[src/rtl/mc_control_pkg.sv]
// Shared definitions for the multi-cycle controller: opcode constants, FSM
// state encoding, mux-select encodings (also used by imm_gen), the packed
// control-output bundle and opcode classification helpers.
package mc_control_pkg;

    // Base-ISA major opcodes (instr[6:0])
    localparam logic [6:0] OPC_LUI    = 7'b0110111;
    localparam logic [6:0] OPC_AUIPC  = 7'b0010111;
    localparam logic [6:0] OPC_JAL    = 7'b1101111;
    localparam logic [6:0] OPC_JALR   = 7'b1100111;
    localparam logic [6:0] OPC_BRANCH = 7'b1100011;
    localparam logic [6:0] OPC_LOAD   = 7'b0000011;
    localparam logic [6:0] OPC_STORE  = 7'b0100011;
    localparam logic [6:0] OPC_OP_IMM = 7'b0010011;
    localparam logic [6:0] OPC_OP     = 7'b0110011;
    localparam logic [6:0] OPC_FENCE  = 7'b0001111;
    localparam logic [6:0] OPC_SYSTEM = 7'b1110011;

    // Controller states
    typedef enum logic [2:0] {
        ST_FETCH  = 3'd0,
        ST_DECODE = 3'd1,
        ST_EXEC   = 3'd2,
        ST_MEM    = 3'd3,
        ST_WB     = 3'd4,
        ST_HALT   = 3'd5,
        ST_FAULT  = 3'd6
    } state_e;

    // Immediate format select (shared with imm_gen)
    localparam logic [1:0] IMM_I  = 2'b00;
    localparam logic [1:0] IMM_S  = 2'b01;
    localparam logic [1:0] IMM_B  = 2'b10;
    localparam logic [1:0] IMM_UJ = 2'b11;

    // Next-PC select
    localparam logic [1:0] PC_PLUS4 = 2'b00;
    localparam logic [1:0] PC_IMM   = 2'b01;
    localparam logic [1:0] PC_ALU   = 2'b10;

    // ALU operand A select
    localparam logic [1:0] ALUA_RS1  = 2'b00;
    localparam logic [1:0] ALUA_PC   = 2'b01;
    localparam logic [1:0] ALUA_ZERO = 2'b10;

    // ALU operand B select
    localparam logic ALUB_RS2 = 1'b0;
    localparam logic ALUB_IMM = 1'b1;

    // Write-back source select
    localparam logic [1:0] WB_ALU  = 2'b00;
    localparam logic [1:0] WB_LOAD = 2'b01;
    localparam logic [1:0] WB_PC4  = 2'b10;

    // Control outputs driven by the FSM (imm_sel is decoded separately)
    typedef struct packed {
        logic       mem_req;
        logic       mem_we;
        logic       mem_addr_sel;
        logic       ir_we;
        logic       pc_we;
        logic [1:0] pc_sel;
        logic [1:0] alu_a_sel;
        logic       alu_b_sel;
        logic       rf_we;
        logic [1:0] wb_sel;
        logic       halted;
        logic       fault;
    } ctrl_t;

    // Immediate format implied by an opcode
    function automatic logic [1:0] imm_sel_of(input logic [6:0] opc);
        logic [1:0] sel;
        case (opc)
            OPC_STORE:                    sel = IMM_S;
            OPC_BRANCH:                   sel = IMM_B;
            OPC_LUI, OPC_AUIPC, OPC_JAL:  sel = IMM_UJ;
            default:                      sel = IMM_I;
        endcase
        return sel;
    endfunction

    // Opcodes the controller can execute (SYSTEM is handled as halt)
    function automatic logic is_legal(input logic [6:0] opc);
        logic ok;
        case (opc)
            OPC_LUI, OPC_AUIPC, OPC_JAL, OPC_JALR, OPC_BRANCH,
            OPC_LOAD, OPC_STORE, OPC_OP_IMM, OPC_OP, OPC_FENCE: ok = 1'b1;
            default:                                            ok = 1'b0;
        endcase
        return ok;
    endfunction

endpackage

[src/rtl/mc_control_timeout.sv]
// mc_timeout: saturating memory-wait counter.
//   clk, rst     clock, async active-high reset
//   clear        zero the counter (wins over enable)
//   enable       count one waiting cycle
//   expired_c    counter has reached LIMIT (combinational from the flop)
module mc_timeout #(
    parameter int unsigned LIMIT = 255
) (
    input  logic clk,
    input  logic rst,
    input  logic clear,
    input  logic enable,
    output logic expired_c
);

    localparam int unsigned CNT_W = (LIMIT < 1) ? 1 : $clog2(LIMIT + 1);
    localparam logic [CNT_W-1:0] LIMIT_V = CNT_W'(LIMIT);

    logic [CNT_W-1:0] count_q;
    logic [CNT_W-1:0] count_d;

    // Next count: clear first, then increment, holding at LIMIT
    always_comb begin
        count_d = count_q;
        if (clear) begin
            count_d = '0;
        end else if (enable && (count_q != LIMIT_V)) begin
            count_d = count_q + CNT_W'(1);
        end
    end

    always_ff @(posedge clk or posedge rst) begin
        if (rst) begin
            count_q <= '0;
        end else begin
            count_q <= count_d;
        end
    end

    assign expired_c = (count_q == LIMIT_V);

endmodule

[src/rtl/mc_control.sv]
// mc_control: multi-cycle RV32I-style control FSM.
//   clk, rst      clock, async active-high reset
//   opcode        instr[6:0] from the instruction register
//   br_taken      branch compare result, sampled in EXEC
//   mem_ready     memory completes the current request this cycle
//   mem_req/mem_we/mem_addr_sel   memory request controls
//   ir_we, pc_we, pc_sel          instruction register / PC update
//   imm_sel                       immediate format (decoded from opcode in every state)
//   alu_a_sel, alu_b_sel          ALU operand selects
//   rf_we, wb_sel                 register write-back
//   halted, fault                 absorbing HALT / FAULT indication
// Outputs are decoded from the current state and inputs in the same cycle so
// that ir_we / pc_we line up with the mem_ready handshake.
module mc_control
    import mc_control_pkg::*;
#(
    parameter int unsigned MEM_TIMEOUT = 255
) (
    input  logic       clk,
    input  logic       rst,
    input  logic [6:0] opcode,
    input  logic       br_taken,
    input  logic       mem_ready,
    output logic       mem_req,
    output logic       mem_we,
    output logic       mem_addr_sel,
    output logic       ir_we,
    output logic       pc_we,
    output logic [1:0] pc_sel,
    output logic [1:0] imm_sel,
    output logic [1:0] alu_a_sel,
    output logic       alu_b_sel,
    output logic       rf_we,
    output logic [1:0] wb_sel,
    output logic       halted,
    output logic       fault
);

    state_e state_q;
    state_e state_d;
    ctrl_t  ctrl;
    logic   to_clear;
    logic   to_enable;
    logic   to_expired;

    // State register
    always_ff @(posedge clk or posedge rst) begin
        if (rst) begin
            state_q <= ST_FETCH;
        end else begin
            state_q <= state_d;
        end
    end

    // Next-state and control decode
    always_comb begin
        state_d = state_q;
        ctrl    = '0;

        case (state_q)
            ST_FETCH: begin
                ctrl.mem_req = 1'b1;
                if (mem_ready) begin
                    ctrl.ir_we = 1'b1;
                    state_d    = ST_DECODE;
                end else if (to_expired) begin
                    state_d = ST_FAULT;
                end
            end

            ST_DECODE: begin
                if (opcode == OPC_SYSTEM) begin
                    state_d = ST_HALT;
                end else if (is_legal(opcode)) begin
                    state_d = ST_EXEC;
                end else begin
                    state_d = ST_FAULT;
                end
            end

            ST_EXEC: begin
                case (opcode)
                    OPC_LUI:   ctrl.alu_a_sel = ALUA_ZERO;
                    OPC_AUIPC: ctrl.alu_a_sel = ALUA_PC;
                    default:   ctrl.alu_a_sel = ALUA_RS1;
                endcase
                ctrl.alu_b_sel = ((opcode == OPC_OP) || (opcode == OPC_BRANCH))
                               ? ALUB_RS2 : ALUB_IMM;

                case (opcode)
                    OPC_LOAD, OPC_STORE: begin
                        state_d = ST_MEM;
                    end
                    OPC_BRANCH: begin
                        ctrl.pc_we  = 1'b1;
                        ctrl.pc_sel = br_taken ? PC_IMM : PC_PLUS4;
                        state_d     = ST_FETCH;
                    end
                    OPC_FENCE: begin
                        ctrl.pc_we  = 1'b1;
                        ctrl.pc_sel = PC_PLUS4;
                        state_d     = ST_FETCH;
                    end
                    default: begin
                        state_d = ST_WB;
                    end
                endcase
            end

            ST_MEM: begin
                ctrl.mem_req      = 1'b1;
                ctrl.mem_addr_sel = 1'b1;
                ctrl.mem_we       = (opcode == OPC_STORE);
                if (mem_ready) begin
                    if (opcode == OPC_STORE) begin
                        // Stores have no write-back; retire the PC here
                        ctrl.pc_we  = 1'b1;
                        ctrl.pc_sel = PC_PLUS4;
                        state_d     = ST_FETCH;
                    end else begin
                        state_d = ST_WB;
                    end
                end else if (to_expired) begin
                    state_d = ST_FAULT;
                end
            end

            ST_WB: begin
                ctrl.rf_we = 1'b1;
                ctrl.pc_we = 1'b1;
                case (opcode)
                    OPC_LOAD:           ctrl.wb_sel = WB_LOAD;
                    OPC_JAL, OPC_JALR:  ctrl.wb_sel = WB_PC4;
                    default:            ctrl.wb_sel = WB_ALU;
                endcase
                case (opcode)
                    OPC_JAL:  ctrl.pc_sel = PC_IMM;
                    OPC_JALR: ctrl.pc_sel = PC_ALU;
                    default:  ctrl.pc_sel = PC_PLUS4;
                endcase
                state_d = ST_FETCH;
            end

            ST_HALT: begin
                ctrl.halted = 1'b1;
            end

            ST_FAULT: begin
                ctrl.fault = 1'b1;
            end

            default: begin
                state_d = ST_FAULT;
            end
        endcase

        // Reset silences every control output immediately
        if (rst) begin
            ctrl = '0;
        end
    end

    // Wait counter restarts whenever a memory-request state is entered
    assign to_clear  = (state_d != state_q) &&
                       ((state_d == ST_FETCH) || (state_d == ST_MEM));
    assign to_enable = ctrl.mem_req && !mem_ready;

    mc_timeout #(
        .LIMIT (MEM_TIMEOUT)
    ) u_timeout (
        .clk       (clk),
        .rst       (rst),
        .clear     (to_clear),
        .enable    (to_enable),
        .expired_c (to_expired)
    );

    assign mem_req      = ctrl.mem_req;
    assign mem_we       = ctrl.mem_we;
    assign mem_addr_sel = ctrl.mem_addr_sel;
    assign ir_we        = ctrl.ir_we;
    assign pc_we        = ctrl.pc_we;
    assign pc_sel       = ctrl.pc_sel;
    assign imm_sel      = imm_sel_of(opcode);
    assign alu_a_sel    = ctrl.alu_a_sel;
    assign alu_b_sel    = ctrl.alu_b_sel;
    assign rf_we        = ctrl.rf_we;
    assign wb_sel       = ctrl.wb_sel;
    assign halted       = ctrl.halted;
    assign fault        = ctrl.fault;

endmodule
[config.mk]
export PLATFORM = sky130hd
export DESIGN_NAME = mc_control
export DESIGN_NICKNAME = d
export VERILOG_FILES = /design/src/rtl/mc_control_pkg.sv /design/src/rtl/mc_control_timeout.sv /design/src/rtl/mc_control.sv
export SDC_FILE = /design/constraint.sdc
export NUM_CORES = 1
export LEC_CHECK = 0
export BUFFER_PORTS_ARGS = -buffer_cell sky130_fd_sc_hd__buf_2
export CAP_MARGIN = 20
export CORE_ASPECT_RATIO = 1.4
export CORE_MARGIN = 3
export CORE_UTILIZATION = 56
export CTS_BUF_LIST = sky130_fd_sc_hd__clkbuf_8
export DETAILED_ROUTE_END_ITERATION = 8
export PLACE_DENSITY = 0.9
export SYNTH_ARGS = -nofsm -noshare
export SYNTH_HDL_FRONTEND = slang
export SYNTH_SLANG_ARGS = --single-unit
[constraint.sdc]
create_clock -name clk -period 1.8 [get_ports clk]
set_input_delay 0.09 -clock clk [delete_from_list [all_inputs] [get_ports clk]]
set_output_delay 0.09 -clock clk [all_outputs]
set_load 0.05 [all_outputs]
==> summary.md, run 1 <==
| Metric | Value |
|---|---|
| Outcome | finished with violations |
| Failing checks | setup timing |
| Routed wire length | 4270 um |
| Num Clock Sinks | 11 |
| Number of global-route vias before repair | roughly 1300 |
| Share of layout cells above drive strength 1 | 0.516 |
| Placed Cells | 192 |
| Tmin final | 1.85 ns |
| FP Rows | 19 |
| Period utilization | 1.03 |
| Reg2reg path depth | 7 |
| Synth top area share | 0.222 |
| Design Area, Final | 1770 um2 |
| HP Class | in2reg |
| Largest net degree at the start of global routing | 13 |
| Leakage Power | 0.780 nW |
| GPL Wtd Cong | about 0.91 |
| Critical path class | reg2reg |
| I/O Pins | 28 |
| Die width | 45.8 um |
| CTS max path bufs | 2 |
| Diode count | 0 |
| Largest cells by area after synthesis | dfrtp_1 22%, xor2_1 5.6%, buf_6 4.5% |
| Syn Std Cell Area | approximately 1200 um2 |
| Post-synth top area cell | dfrtp_1 |
| Slew Viols, Final | 0 |
| Clk_lat worst skew | 0.24 ns |
| Crit. Startpoint | u_timeout.count_q[0] |
| Post-Syn Instances | 144 |
| Critical-path cell list | ha_2, and3_1, a21oi_1, buf_4, nand4_1, xor2_1, a21oi_2 |
| Slew @ Worst Pin | approximately 0.4 ns |
| Final hold violations | 0 |
| Crit path buf inv count | 1 |
| Dpl ws | -0.0169 ns |
| WP data arrival | 1.97 ns |
| Max-Cap Viols | 0 |
| Clk slew on worst S/H paths | 0.05 ns |
| Port buffer count | 27 |
| Register area share after synthesis | 0.222 |
| H-tree levels | 1 |
| First-pass GRT wire length | between 5000 and 6000 um |
| Fillers | just over 100 |
| Final-stage net count | 203 |
| Tot Pwr | 2.27 mW |
| Root Buffer Master | clkbuf_8 |
| Grt ovf | 0 |
| Crit path max fanout | 7 |
| Setup crit end | u_timeout.count_q[4] |
| Number of synthesized register bits | 11 |
| Clk_skew | ~0.0023 ns |
| Slowest-stage cell, CP | dfrtp_1 |
| Drt via density | between 6 and 7 |
| # DRC | 0 |
| Initial antenna violation count | 0 |
| Avg WL per Cell | 20.2 um |
| Area of the core | 2040 um2 |
| Final hold slack | 0.330 ns |
| Final HPWL DP | around 2500 um |
| R2r startpoint | u_timeout.count_q[0] |
| Syn-to-layout area delta | 42.8% |
| Initial Util | 0.608 |
| Asr flop ratio synth | 1.00 |
| Final setup violating endpoints | 2 |
| Pwr/cell area | between 1000 and 1500 nW/um2 |
| Element type at the critical path end | flip-flop |
| Cts bufs inserted | 3 |
| Finished Layout Cells | 211 |
| Netlist cell types | 55 |
| Dpl cell area | 1470 um2 |
| Die span in y | ~60 um |
| Syn Area/Cell | about 8.6 um2 |
| Post-synth EDFFs | 0 |
| FF-to-FF End | u_timeout.count_q[4] |
| Synthesized Nets | 156 |
| Detailed Routing Iterations Pass 1 | 4 |
| Relative slew slack | 0.740 |
| CP Depth | 7 |
| Post-DRT Antenna Nets | 0 |
| CTS tree | yes |
| Flop-to-flop setup slack | -0.05 ns |
| Die ar. | 2830 um2 |
| Max incr delay on CP | around 0.41 ns |
| RSZ-0062 raised after global routing | yes |
| Iter 0 DRT Violations | 64 |
| Via count | 1421 |
| Worst vdd ir | 1.19 mV |
| Crit path max-delay family | flip-flops |
| Total GRT Usage | 0.277 |
| Startpoint Class | flip-flop |
| Fmax | 540 MHz |
| WP data required | 1.92 ns |
| Prevailing post-synth register cell | dfrtp_1 |
| Syn. warnings | 0 |
| Final setup margin | -0.0515 ns |
==> layout by cell type, fill, tap and decap left out, drive strengths merged, types with 2 or more instances in the layout <==
cell / netlist / final
and2: 6 / 6
nand4: 7 / 7
nand2: 8 / 8
nor2b: 4 / 4
nor3: 5 / 5
buf: 8 / 50
nand3: 5 / 5
inv: 8 / 8
a21oi: 10 / 10
nand2b: 2 / 2
nor2: 8 / 8
clkbuf: 3 / 5
and3b: 2 / 2
a41oi: 2 / 2
and2b: 2 / 2
xor2: 8 / 8
dfrtp: 11 / 11
o32ai: 2 / 2
and4: 3 / 3
o221ai: 2 / 2
a21boi: 2 / 2
a31oi: 2 / 2
nor3b: 2 / 2
and3: 7 / 7
a32oi: 3 / 3
o21ai: 4 / 4
==> through the flow <==
step / utilization / TNS, ns
floorplan: - / -0.977
global placement: 0.718 / 0
detailed placement: 0.718 / -0.0169
CTS: 0.795 / -0.0104
global route: 0.868 / -0.929
finish: 0.868 / -0.0688
==> flip-flops by register name (all words and copies together), names as in the netlist <==
| name | count |
|---|---|
| u_timeout.count_q | 8 |
| state_q | 3 |
==> cell type report <==
class / instances / area, um2 / share of cell area
timing repair buffer: 53 / 405 / 0.228
multi-input combinational: 114 / 983 / 0.554
sequential: 11 / 279 / 0.157
clock buffer: 3 / 41.3 / 0.0233
tap: 21 / 26.3 / 0.0148
inverter: 8 / 35.0 / 0.0197
clock inverter: 1 / 3.75 / 0.00212
==> power by group <==
part           switching (mW)  total, mW  internal, mW  leakage [nW]
logic                   0.887       1.65         0.761         0.608
clock network          0.0920      0.242         0.150        0.0269
registers              0.0763      0.377         0.300         0.145
total                    1.06       2.27          1.21         0.780
==> kinds of logic after synthesis <==
family                   after synthesis  synth area share
AND/OR/NAND/NOR                       68             0.354
AO/OA/AOI/OAI                         35             0.231
buffers and inverters                 19             0.113
flip-flops                            11             0.222
XOR/XNOR                               9            0.0634
multiplexers                           1           0.00806
adder cells (fa/ha/maj)                1            0.0101
==> worst min-delay path, stage by stage <==
cell and delay, ns:
buf_2 0.16, a41oi_1 0.18, o32ai_1 0.09
==> how the worst min path moves through the flow <==
stage                     cells past startpoint  slack (ns)       from                   end
after floorplan                               1       -0.05        rst            state_q[0]
after global placement                        3        0.21        rst  u_timeout.count_q[7]
after detailed placement                      3        0.22        rst  u_timeout.count_q[7]
after CTS                                     3        0.32  opcode[4]            state_q[0]
after global routing                          3        0.36  opcode[4]            state_q[0]
final                                         3        0.33  opcode[4]            state_q[0]
==> synth_stat cells, types with 2 or more instances <==
| cell type | instances |
|---|---|
| dfrtp_1 | 11 |
| a21oi_1 | 10 |
| inv_1 | 8 |
| xor2_1 | 8 |
| nand2_1 | 7 |
| nand4_1 | 7 |
| nor2_1 | 7 |
| and3_1 | 6 |
| buf_6 | 5 |
| nand3_1 | 5 |
| and2_1 | 4 |
| nor2b_1 | 4 |
| nor3_1 | 4 |
| o21ai_0 | 4 |
| a32oi_1 | 3 |
| buf_4 | 3 |
| a21boi_0 | 2 |
| a31oi_1 | 2 |
| and2_2 | 2 |
| and2b_2 | 2 |
| and3b_1 | 2 |
| and4_1 | 2 |
| clkbuf_8 | 2 |
| nand2b_1 | 2 |
| o221ai_1 | 2 |
==> what timing repair did <==
action                     4_1_cts  5_1_grt
hold buffers                     1        0
resized for setup               19       23
setup buffers                    6        8
hold endpoints to repair        11        0
pin swaps                        2        8
setup endpoints to repair       17       18
==> routing by layer <==
layer  GRT usage  vias up  share of wire
met2       0.531       78           0.54
met5           0        -              0
li1            -      636              -
met1       0.289      683           0.36
met3      0.0317       24          0.054
met4       0.134        0          0.050
Power figures use the tool's default switching activity.
==> run 2, diff against run 1 <==
Settings changed: CORE_ASPECT_RATIO 1.4 to not set.
==> run 2 against run 1 <==
The flow still finishes with violations (setup timing). Setup slack worse by 0.12 ns. Routed wire length is 17% higher. Core utilization is 0.78 points higher. Total power is 2.5% lower. Sequential cell count stayed put. Global-route usage is 1.3 points higher. Die area is 0.29% lower.
==> summary.md, run 2 (synthesis results as in run 1) <==
| Metric | Value |
|---|---|
| Crit. Startpoint | state_q[1] |
| WP data arrival | slightly above 2 ns |
| First-pass GRT wire length | between 5000 and 6000 um |
| Final setup margin | -0.170 ns |
| Final setup violating endpoints | 12 |
| WP data required | between 1.5 and 2 ns |
| Clk_skew | just over 0.008 ns |
| Cts bufs inserted | 3 |
| Worst vdd ir | 1.01 mV |
| Diode count | 0 |
| Area of the core | 2020 um2 |
| CTS tree | yes |
| Hold Startpoint | mem_ready |
| Outcome | finished with violations |
| Final hold violations | 0 |
| Util after Layout | 0.876 |
| H-tree levels | 1 |
| Startpoint Class | flip-flop |
| Crit path max fanout | 8 |
| Share of layout cells above drive strength 1 | 0.532 |
| Grt ovf | 0 |
| Number of global-route vias before repair | 1279 |
| Failing checks | setup timing |
| Syn-to-layout area delta | 42.5% |
| Max-Cap Viols | 0 |
| Clk_lat worst skew | roughly 0.24 ns |
| CTS max path bufs | 2 |
| Port buffer count | 27 |
| # DRC | 0 |
| R2r startpoint | state_q[1] |
| Post-DRT Antenna Nets | 0 |
| Pwr/cell area | 1250 nW/um2 |
| FP Rows | 16 |
| RSZ-0062 raised after global routing | yes |
| Fmax | 507 MHz |
| Final HPWL DP | 2530 um |
| Finished Layout Cells | 213 |
| Design Area, Final | about 1800 um2 |
| Dpl cell area | 1500 um2 |
| Placed Cells | 200 |
| Critical-path cell list | buf_4, xnor2_2, nor3b_4, nand4_1, xor2_1, a21oi_1 |
| Critical path class | reg2reg |
| Slowest-stage cell, CP | dfrtp_2 |
| GPL Wtd Cong | 0.853 |
| Initial Util | 0.614 |
| Avg WL per Cell | 23.4 um |
| Dpl ws | -0.0493 ns |
| Max incr delay on CP | 0.48 ns |
| Leakage Power | around 0.76 nW |
| Via count | 1608 |
| Final-stage net count | 199 |
| Iter 0 DRT Violations | 135 |
| Routed wire length | 4980 um |
| HP Class | in2reg |
| Initial antenna violation count | 0 |
| Tot Pwr | about 2.2 mW |
| Max reg flops | 8 |
| Element type at the critical path end | flip-flop |
| Num Clock Sinks | 11 |
| Root Buffer Master | clkbuf_8 |
| Total GRT Usage | 0.290 |
| Period utilization | 1.09 |
| Largest net degree at the start of global routing | 13 |
| Slew Viols, Final | 0 |
| Final hold slack | 0.477 ns |
| Most flops, register | u_timeout.count_q |
| Slew @ Worst Pin | 0.539 ns |
| Die width | 53.1 um |
| I/O Pins | 28 |
| Biggest regs | u_timeout.count_q: 8 flops, state_q: 3 flops |
| Relative slew slack | 0.641 |
| Most common cell after layout, fill and taps aside | buf_4 |
| Most frequent cells in the layout | 19 x buf_4, 18 x buf_2, 8 x xor2_1, 8 x dfrtp_1 |
| Detailed Routing Iterations Pass 1 | 6 |
| Clk slew on worst S/H paths | 0.05 ns |
| Drt via density | 7.55 |
| Tmin final | roughly 2 ns |
| Die span in y | 53.1 um |
| Die ar. | 2820 um2 |
| TNS Setup | -0.892 ns |
==> run 2: changes by cell type in the layout (fill, tap and decap cells not counted), moves of 2 or more <==
cell     previous run  this run
a21oi_2             5         7
buf_4              23        19
a21oi_1             5         3
buf_6               6         4
==> run 2: path summary, 6_finish.rpt <==
kind	to	slack, ns	cells past startpoint
worst max-delay path	u_timeout.count_q[6]	-0.17	6
worst max register to register	u_timeout.count_q[6]	-0.17	6
min in group asynchronous	u_timeout.count_q[6]	0.61	4
worst min-delay path	state_q[1]	0.48	4
worst min register to register	u_timeout.count_q[5]	0.58	2
max in group asynchronous	state_q[2]	1.01	4
==> run 2: final cells by class <==
| cell class | instances | area [um2] |
|---|---|---|
| Multi-Input combinational cell | 114 | 991 |
| Clock buffer | 3 | 41.3 |
| Timing Repair Buffer | 49 | 385 |
| Fill cell | 84 | 251 |
| Tap cell | 27 | 33.8 |
| Inverter | 8 | 35.0 |
| Clock inverter | 1 | 5.00 |
| Sequential cell | 11 | 279 |
==> run 2: power by group <==
| group | internal, mW | switching, mW | leakage (nW) |
|---|---|---|---|
| registers | 0.301 | 0.0854 | 0.145 |
| logic | 0.664 | 0.911 | 0.593 |
| clock network | 0.152 | 0.0978 | 0.0255 |
==> run 2: metal layers <==
metal | part of all wire | track usage
met2 | 0.45 | 0.506
met4 | 0.097 | 0.128
met1 | 0.32 | 0.335
met3 | 0.13 | 0.0648
met5 | 0 | 0
==> run 2: timing repair <==
action                                  CTS  global route
setup buffers                             3             4
endpoints found under the hold margin    11             0
pin swaps                                 0             6
hold buffers                              1             0
cloned                                    0             1
gates resized for setup                  12            29
endpoints found under the setup margin   16            18
==> run 2: worst max-delay path, delay by kind of cell, from the launching register on <==
kind	cells	cell delay (ns)
AO/OA/AOI/OAI	1	0.09
buffers and inverters	1	0.20
XOR/XNOR	2	0.46
flip-flops	1	0.48
AND/OR/NAND/NOR	2	0.60
==> run 3, diff against run 2 <==
Settings changed: BUFFER_PORTS_ARGS -buffer_cell sky130_fd_sc_hd__buf_2 to -buffer_cell sky130_fd_sc_hd__clkbuf_2, CORE_ASPECT_RATIO set to 1.75, CORE_UTILIZATION 56 to 45, PLACE_DENSITY 0.9 to 0.76.
==> run 3 against run 2 <==
The run still ends with setup timing left. Sequential share of layout area fell by 0.58 points. Clock power barely moved. Critical path type is now reg2out. Total power is 5.3% lower. Global-route usage shrank 7.0 points. Non-clock buffer count grew 12. Critical endpoint is now alu_a_sel[1]. Via count is 14% lower. Combinational power decreased by 7%. Sequential cell count unchanged. Clock skew down 0.0032 ns. Cell count rose by 5.2%. Largest cell class unchanged.
==> summary.md, run 3 (synthesis results as in run 1) <==
| Metric | Value |
|---|---|
| Outcome | finished with violations |
| Failing checks | setup timing |
| Port buffer count | 27 |
| Iter 0 DRT Violations | 37 |
| CTS max path bufs | 2 |
| Final setup margin | -0.00226 ns |
| Critical path class | reg2out |
| Num Clock Sinks | 11 |
| Final-stage net count | 211 |
| Hold Buf Count CTS | 0 |
| Root Buffer Master | clkbuf_8 |
| RSZ-0062 raised after global routing | yes |
| Total GRT Usage | 0.221 |
| FP Rows | 24 |
| Tmin final | 1.80 ns |
| Clk_skew | 0.00502 ns |
| Util after Layout | 0.720 |
| Design Area, Final | 1840 um2 |
| GPL Wtd Cong | 0.918 |
| Crit path max fanout | 6 |
| Syn-to-layout area delta | 47.9% |
| Final hold slack | ~0.020 ns |
| Biggest regs | u_timeout.count_q: 8 flops, state_q: 3 flops |
| Detailed Routing Iterations Pass 1 | 4 |
| Worst vdd ir | 0.743 mV |
| Final HPWL DP | approximately 2600 um |
| Most common cell after layout, fill and taps aside | buf_4 |
| Final hold violations | 0 |
| Critical-path cell list | buf_6, buf_4, nor3_2, inv_2, nor4_4, clkbuf_8 |
| Initial antenna violation count | 0 |
| Slew @ Worst Pin | 0.423 ns |
| Routed wire length | 3830 um |
| Avg WL per Cell | 17.1 um |
| WP data required | 1.71 ns |
| Period utilization | 1.00 |
| Crit. Startpoint | state_q[0] |
| Slew Viols, Final | 0 |
| Clk_lat worst skew | 0.24 ns |
| Via count | 1385 |
| CTS tree | yes |
| # DRC | 0 |
| Fillers | around 180 |
| TNS Setup | -0.00226 ns |
| Die ar. | 3450 um2 |
| Relative slew slack | 0.717 |
| Most flops, register | u_timeout.count_q |
| Final setup violating endpoints | 1 |
| Slowest-stage cell, CP | dfrtp_2 |
| Post-DRT Antenna Nets | 0 |
| I/O Pins | 28 |
| First-pass GRT wire length | ~5700 um |
| Diode count | 0 |
| R2r startpoint | state_q[1] |
| Share of layout cells above drive strength 1 | 0.545 |
| Area of the core | 2550 um2 |
| Max incr delay on CP | 0.44 ns |
| Fmax | 555 MHz |
| Die span in y | 75.5 um |
| Number of global-route vias before repair | roughly 1400 |
| Cts bufs inserted | 3 |
| Max reg flops | 8 |
| WP data arrival | 1.71 ns |
| Drt via density | 6.18 |
| Clk slew on worst S/H paths | ~0.050 ns |
| Finished Layout Cells | 224 |
| Grt ovf | 0 |
| H-tree levels | 1 |
| Leakage Power | 0.816 nW |
| Largest net degree at the start of global routing | 20 |
| Tot Pwr | 2.09 mW |
| Placed Cells | 203 |
| Max-Cap Viols | 0 |
| Initial Util | 0.487 |
| Die width | 45.7 um |
| Element type at the critical path end | output port |
| HP Class | in2async |
| Pwr/cell area | 1140 nW/um2 |
| Most frequent cells in the layout | 31 x buf_4, 17 x clkbuf_2, 8 x xor2_1, 8 x a21oi_1, 8 x dfrtp_1 |
| Dpl cell area | 1520 um2 |
| Startpoint Class | flip-flop |
| Dpl ws | -0.0584 ns |
-- run 3: changes by cell type in the layout (fill, tap and decap cells not counted), sizes merged --
cell / previous run / this run
buf: 44 / 40
inv: 8 / 7
clkbuf: 7 / 24
dlygate4sd3: 1 / 0
clkinv: 1 / 2
-- run 3: cell type report --
| cell class | instances | area, um2 | share of cell area |
|---|---|---|---|
| clock inverter | 1 | 5.00 | 0.00272 |
| tap | 26 | 32.5 | 0.0177 |
| multi-input combinational | 114 | 972 | 0.529 |
| clock buffer | 3 | 41.3 | 0.0225 |
| sequential | 11 | 279 | 0.152 |
| timing repair buffer | 61 | 473 | 0.257 |
| inverter | 8 | 35.0 | 0.0191 |
-- run 3: what timing repair did --
item | 4_1_cts | 5_1_grt
gates resized for setup | 21 | 25
pin swaps | 0 | 12
setup buffers | 6 | 11
endpoints found under the setup margin | 18 | 18
-- run 3: final timing paths --
| check | slack [ns] | endpoint | cells past startpoint |
|---|---|---|---|
| hold reg to reg | 0.57 | u_timeout.count_q[7] | 2 |
| min in group clk | 0.40 | state_q[0] | 3 |
| hold / removal | 0.02 | u_timeout.count_q[1] | 3 |
| setup reg to reg | 0.02 | u_timeout.count_q[0] | 5 |
| max in group asynchronous | 1.62 | state_q[0] | 3 |
| setup / recovery | -0.002 | alu_a_sel[1] | 6 |
-- run 3: routing by layer --
| layer | share of wire | track usage | wire (um) |
|---|---|---|---|
| met4 | 0.068 | 0.139 | 260 |
| met2 | 0.55 | 0.409 | 2100 |
| met5 | 0 | 0 | 0 |
| met3 | 0.040 | 0.0236 | 153 |
| met1 | 0.34 | 0.222 | 1310 |
-- run 3: report_power, final --
part | internal (mW) | leakage (nW) | switching, mW | total, mW
Combinational | 0.697 | 0.646 | 0.763 | 1.46
Sequential | 0.300 | 0.145 | 0.0867 | 0.387
Clock | 0.152 | 0.0255 | 0.0946 | 0.247
-- run 3: critical path, delay by kind of cell, from the launching register on --
kind	cells	cell delay (ns)
buffers and inverters	4	0.61
DFF	1	0.44
and+or+nand+nor	2	0.41
